==> config.mk <==
export PLATFORM = sky130hd
export DESIGN_NAME = core_run_ctrl
export DESIGN_NICKNAME = d
export VERILOG_FILES = /design/src/rtl/run_ctrl_pkg.sv /design/src/rtl/sat_counter.sv /design/src/rtl/core_run_ctrl.sv
export SDC_FILE = /design/constraint.sdc
export NUM_CORES = 1
export LEC_CHECK = 0
export ABC_AREA = 1
export CAP_MARGIN = 20
export CORE_UTILIZATION = 39
export DETAILED_ROUTE_END_ITERATION = 6
export GPL_ROUTABILITY_DRIVEN = 0
export SETUP_SLACK_MARGIN = 0.1
export SLEW_MARGIN = 30
export SYNTH_ARGS = -nofsm -noshare
export SYNTH_HDL_FRONTEND = slang
export SYNTH_SLANG_ARGS = --single-unit
export TNS_END_PERCENT = 50
==> constraint.sdc <==
create_clock -name clk -period 2.5 [get_ports clk]
set_clock_uncertainty 0.15 [all_clocks]
set_input_delay 0.375 -clock clk [delete_from_list [all_inputs] [get_ports clk]]
set_output_delay 0.375 -clock clk [all_outputs]
set_load 0.02 [all_outputs]
==> src/rtl/run_ctrl_pkg.sv <==
// Shared encodings for the core run/step controller: command opcodes,
// FSM states and stop-reason codes.
package run_ctrl_pkg;

    localparam logic [1:0] OP_RUN_N    = 2'd0;
    localparam logic [1:0] OP_STEP     = 2'd1;
    localparam logic [1:0] OP_RUN_FREE = 2'd2;
    localparam logic [1:0] OP_HALT     = 2'd3;

    localparam logic [1:0] SR_COUNT = 2'd0;
    localparam logic [1:0] SR_HALT  = 2'd1;
    localparam logic [1:0] SR_CORE  = 2'd2;

    typedef enum logic [1:0] {
        ST_IDLE     = 2'd0,
        ST_RUN_N    = 2'd1,
        ST_RUN_FREE = 2'd2,
        ST_DONE     = 2'd3
    } state_t;

endpackage

==> src/rtl/sat_counter.sv <==
// Up-counter that sticks at all-ones instead of wrapping; synchronous
// active-low clear.
module sat_counter #(
    parameter int W = 32
) (
    input  logic         clk,
    input  logic         i_clr_n,
    input  logic         i_inc,
    output logic [W-1:0] o_count
);

    logic [W-1:0] r_count;

    // NOTE: sequential state uses non-blocking assignments so every flop
    // samples pre-edge values regardless of block ordering.
    always_ff @(posedge clk) begin
        if (!i_clr_n) begin
            r_count <= '0;
        end else if (i_inc && (r_count != '1)) begin
            r_count <= r_count + 1'b1;
        end
    end

    assign o_count = r_count;

endmodule

==> src/rtl/core_run_ctrl.sv <==
// Run/step controller: gates the core clock-enable for N cycles, one step
// or free-running, and reports why each run ended.
module core_run_ctrl
    import run_ctrl_pkg::*;
#(
    parameter int CNT_W = 16,
    parameter int TOT_W = 32
) (
    input  logic             clk,
    input  logic             rst_n,
    input  logic             cmd_valid,
    output logic             cmd_ready,
    input  logic [1:0]       cmd_op,
    input  logic [CNT_W-1:0] cmd_count,
    input  logic             core_stop,
    output logic             core_en,
    output logic             busy,
    output logic             done,
    output logic [1:0]       stop_reason,
    output logic             cmd_err,
    output logic [CNT_W-1:0] cycles_left,
    output logic [TOT_W-1:0] cycles_total
);

    state_t           r_state;
    logic             r_core_en;
    logic             r_busy;
    logic             r_done;
    logic [1:0]       r_stop_reason;
    logic             r_cmd_err;
    logic [CNT_W-1:0] r_cycles_left;

    state_t           w_state_nxt;
    logic [1:0]       w_reason_nxt;
    logic             w_err_nxt;
    logic [CNT_W-1:0] w_left_nxt;
    logic             w_accept;
    logic             w_running;
    logic             w_run_nxt;

    assign w_running = (r_state == ST_RUN_N) || (r_state == ST_RUN_FREE);
    assign w_accept  = cmd_valid && cmd_ready;

    // NOTE: every always_comb output gets a default first, so no path can
    // leave a value unassigned and infer a latch.
    always_comb begin
        w_state_nxt  = r_state;
        w_reason_nxt = r_stop_reason;
        w_err_nxt    = 1'b0;
        w_left_nxt   = '0;
        unique case (r_state)
            ST_IDLE: begin
                if (w_accept) begin
                    unique case (cmd_op)
                        OP_RUN_N: begin
                            if (cmd_count == '0) begin
                                w_state_nxt  = ST_DONE;
                                w_reason_nxt = SR_COUNT;
                            end else begin
                                w_state_nxt = ST_RUN_N;
                                w_left_nxt  = cmd_count;
                            end
                        end
                        OP_STEP: begin
                            w_state_nxt = ST_RUN_N;
                            w_left_nxt  = CNT_W'(1);
                        end
                        OP_RUN_FREE: w_state_nxt = ST_RUN_FREE;
                        default:     w_state_nxt = ST_IDLE;
                    endcase
                end
            end
            ST_RUN_N, ST_RUN_FREE: begin
                // Priority: HALT command, then core halt, then count exhausted.
                w_err_nxt = w_accept && (cmd_op != OP_HALT);
                if (w_accept && (cmd_op == OP_HALT)) begin
                    w_state_nxt  = ST_DONE;
                    w_reason_nxt = SR_HALT;
                end else if (core_stop) begin
                    w_state_nxt  = ST_DONE;
                    w_reason_nxt = SR_CORE;
                end else if ((r_state == ST_RUN_N) && (r_cycles_left == CNT_W'(1))) begin
                    w_state_nxt  = ST_DONE;
                    w_reason_nxt = SR_COUNT;
                end else if (r_state == ST_RUN_N) begin
                    w_left_nxt = r_cycles_left - 1'b1;
                end
            end
            default: w_state_nxt = ST_IDLE;
        endcase
    end

    assign w_run_nxt = (w_state_nxt == ST_RUN_N) || (w_state_nxt == ST_RUN_FREE);

    always_ff @(posedge clk) begin
        if (!rst_n) begin
            r_state       <= ST_IDLE;
            r_core_en     <= 1'b0;
            r_busy        <= 1'b0;
            r_done        <= 1'b0;
            r_stop_reason <= SR_COUNT;
            r_cmd_err     <= 1'b0;
            r_cycles_left <= '0;
        end else begin
            r_state       <= w_state_nxt;
            r_core_en     <= w_run_nxt;
            r_busy        <= w_run_nxt;
            r_done        <= (w_state_nxt == ST_DONE);
            r_stop_reason <= w_reason_nxt;
            r_cmd_err     <= w_err_nxt;
            r_cycles_left <= w_left_nxt;
        end
    end

    sat_counter #(
        .W (TOT_W)
    ) u_total (
        .clk     (clk),
        .i_clr_n (rst_n),
        .i_inc   (r_core_en),
        .o_count (cycles_total)
    );

    // DONE holds off new commands for its single cycle.
    assign cmd_ready   = (r_state != ST_DONE);
    assign core_en     = r_core_en;
    assign busy        = r_busy;
    assign done        = r_done;
    assign stop_reason = r_stop_reason;
    assign cmd_err     = r_cmd_err;
    assign cycles_left = r_cycles_left;

    // w_running documents the run states for readers; keep it observable.
    logic w_unused;
    assign w_unused = w_running;

endmodule

==> results.md <==
- The flow ran to the end, and the final reports show no timing, DRC or antenna violations.
- The starting density of the core is approximately two fifths.
- The placeable core region is 0.00920 sq mm.
- The leakage dissipation is between 0.0015 and 0.002 uW.
- The clock passes through at most 2 buffers.
- After the first detailed-routing iteration, the DRC count stood at 137.
- The number of placed instances, taps included, is ~800.
- During placement, the flow inserted port buffers numbering 76.
- Compared with the post-synthesis result, the final layout area differs by 26.0%.
- The per-cell via count in the routed design is between 4 and 5.
- In this run the vertical extent of the chip is 99.0 um.
- The cell at the root of the clock tree is sky130_fd_sc_hd__clkbuf_8.
- For this block, the routed nets add up to 10000 um of wire.
- The final hold violation count is 0.
- The number of cells traversed by the worst register-to-register path is 11.
- The via count of the first global-routing pass is 3749.
- The per-cell routed wire length is 12.2 um.
- Data on the critical path arrives at its endpoint at 1.61 ns.
- For this run, the number of Yosys warnings is 0.
- The count of nets left with antenna violations once routing finished came out at 0.
- The maximum operating frequency is around 470 MHz.
- The worst setup path is launched from a flop.
- The tool flagged a number of max-cap violations equal to 0.
- Across every metal layer, demand over resource in global routing totals ~22%.
- The worst path uses 85.4% of the clock period.
- Of all nets on the critical path, the largest fanout is 5.
- The count of clock tree sinks is 55.
- Counting distinct cell types in the post-synthesis netlist gives 27.
- For the worst-skew pair, the clock arrives at the later sink with an insertion delay of 0.31 ns.
- CTS built an H-tree with a depth of 2.
- Before antenna repair, the detailed router went through 4 iterations.
- Final hold analysis gives a worst-case slack of 0.355 ns.
- The commonest non-fill, non-tap cell in the layout is sky130_fd_sc_hd__nand2_1.
- Entering global routing, the biggest net connects 30 pins.
- The synthesized netlist occupies a cell area of 0.00367 sq mm.
- The die span in x is between 90 and 100 um.
- Counting every instance in the synthesized netlist gives 630.
- When the netlist entered floorplanning its net count stood at between 600 and 700.
- The die covers between 0.009 and 0.01 sq mm.
- The time the final worst path needs with I/O delays and setup is between 2 and 2.5 ns.
- The library cell with the largest summed area after synthesis is sky130_fd_sc_hd__dfxtp_1.
- The filler cells instantiated in the layout total approximately 1000.
- The normalized max-slew margin is 62.8%.
- The total inserted antenna cells is 0.
- The clock slew seen by the registers of the worst setup and hold paths is ~0.1 ns.
- For this design the ratio of total power to cell area is 592 mW/mm^2.
- Excluding fillers, the count of instances in the completed layout stands at 820.
- The setup slack of the critical path after layout is 0.364 ns.
- The placement row count is 35.
- The max-slew violation total from the final report is 0.
- The first-pass GRT wire length is between 15000 and 20000 um.
- The instance area after placement is 0.00455 sq mm.
- The number of antenna violations at the first check in global routing came to 0.
- The endpoint type of the worst setup path is an output pin.
- TritonCTS built the clock tree.
- After routing the design area is approximately 0.0046 sq mm.
- The total via count after detailed routing is between 3000 and 4000.
- By area the synthesized netlist is led by sky130_fd_sc_hd__dfxtp_1, sky130_fd_sc_hd__nand2_1, sky130_fd_sc_hd__nor2_1.
- In the layout the commonest cells are sky130_fd_sc_hd__nand2_1, sky130_fd_sc_hd__nor2_1, sky130_fd_sc_hd__clkdlybuf4s50_1, sky130_fd_sc_hd__inv_1, sky130_fd_sc_hd__dfxtp_1.
- The clock buffer count from CTS is 5.
- At the placement stage, the worst setup path has a slack of 0.187 ns.
- The cell count of the worst hold path is 2.
- The final setup violation count is 0.
- Setup total negative slack on the finished layout was measured at 0 ns.
- Data on the critical path is required at its endpoint by slightly below 2 ns.
- The synthesis-stage register bit count is 55.
- After synthesis, the largest area contributor takes up 30.0% of total cell area.
- The DRC violations left is 0.
- For this run, the register share of the synthesized area comes to 30.0%.
- The proportion of layout cells with a drive suffix above 1 is 4.94%.
- IR analysis of the VDD net gives a maximum drop of 0.000439 V.
- The number of hold-repair buffers added at the cts stage is 0.
- The total overflow reported by the global router is 0.
- The class of the most critical setup path is reg -> out.
- The total half-perimeter wirelength after legalization and detailed placement is 7850 um.
- Setup repair after global routing left no endpoint under its margin.
- The number of I/O pins is slightly below 80.
- The slack of the worst reg-to-reg path is approximately 0.42 ns.
- The number of nets in the layout is 738.
- For the pin with the worst max-slew slack, the measured transition is ~0.56 ns.
- The average instance area after synthesis is 5.83 sq um.
- The classification of the worst-slack hold path is reg -> reg.
## area by class of cell
class / count / area, sq um / share of cell area (%)
Multi-Input combinational cell: 498 / 2240 / 48.4
Sequential cell: 55 / 1100 / 23.8
Timing Repair Buffer: 86 / 836 / 18.1
Inverter: 62 / 233 / 5.03
Tap cell: 111 / 139 / 3.00
Clock buffer: 7 / 76.3 / 1.65
Clock inverter: 1 / 5.00 / 0.108
## synthesized netlist by cell type, drive strengths merged
library cell and instances:
nand4 4, nand2 218, clkbuf 9, ha 8, o21bai 1, xnor2 7
buf 6, nand3b 1, nand3 39, nor3 2, xor2 13, clkinv 1
nor2 164, dfxtp 55, o21ai 3, a21oi 36, o21a 1, o211ai 1
inv 61
## registers in the layout, indices dropped and copies added, names as in the netlist
| name | count |
|---|---|
| cmd_err | 1 |
| done | 1 |
| u_total.o_count | 32 |
| r_state | 2 |
| cycles_left | 16 |
| stop_reason | 2 |
| busy | 1 |
## power by group
| part | internal [uW] | total, uW | switching, uW |
|---|---|---|---|
| Clock | 198 | 504 | 306 |
| Combinational | 456 | 1190 | 738 |
| Sequential | 955 | 1040 | 87.0 |
| Total | 1610 | 2740 | 1130 |
## metrics by stage
| stage | utilization (%) | power, uW |
|---|---|---|
| floorplan | - | 1930 |
| global placement | 49.4 | 2240 |
| detailed placement | 49.4 | 2260 |
| CTS | 50.3 | 2770 |
| global route | 50.3 | 2980 |
| finish | 50.3 | 2740 |
## logic make-up after synthesis
logic type | share of synthesized area (%)
AOI/OAI and AO/OA | 6.95
xor gates and xnor gates | 4.77
adders and majority gates | 2.73
buffers and inverters | 9.10
DFF | 30.0
and+or+nand+nor | 46.5
## worst paths after layout
| path | to | start |
|---|---|---|
| min reg2reg | stop_reason[1]$_SDFFE_PN0P_ | stop_reason[1]$_SDFFE_PN0P_ |
| max | cmd_ready | r_state[0]$_SDFF_PN0_ |
| max reg2reg | busy$_SDFF_PN0_ | r_state[0]$_SDFF_PN0_ |
| min | stop_reason[1]$_SDFFE_PN0P_ | stop_reason[1]$_SDFFE_PN0P_ |
## routing by layer
| layer | wire length [um] | up-vias | track usage (%) | share of wire [%] |
|---|---|---|---|---|
| li1 | - | 2087 | - | - |
| met3 | 390 | 18 | 3.76 | 3.9 |
| met5 | 0 | - | 0 | 0 |
| met2 | 4730 | 85 | 37.5 | 47 |
| met1 | 4640 | 1759 | 26.4 | 46 |
| met4 | 254 | 0 | 8.04 | 2.5 |
## what timing repair did
item,4_1_cts,5_1_grt
gates resized for setup,0,1
buffers inserted,0,0
endpoints found under the setup margin,0,1
## worst max-delay path, cell delays in order, from the launching register on
cell and delay [ns]:
sky130_fd_sc_hd__dfxtp_1 0.37, sky130_fd_sc_hd__ha_1 0.25, sky130_fd_sc_hd__inv_1 0.08, sky130_fd_sc_hd__clkdlybuf4s50_1 0.61
Note: power is estimated with default switching activity, not from simulation.
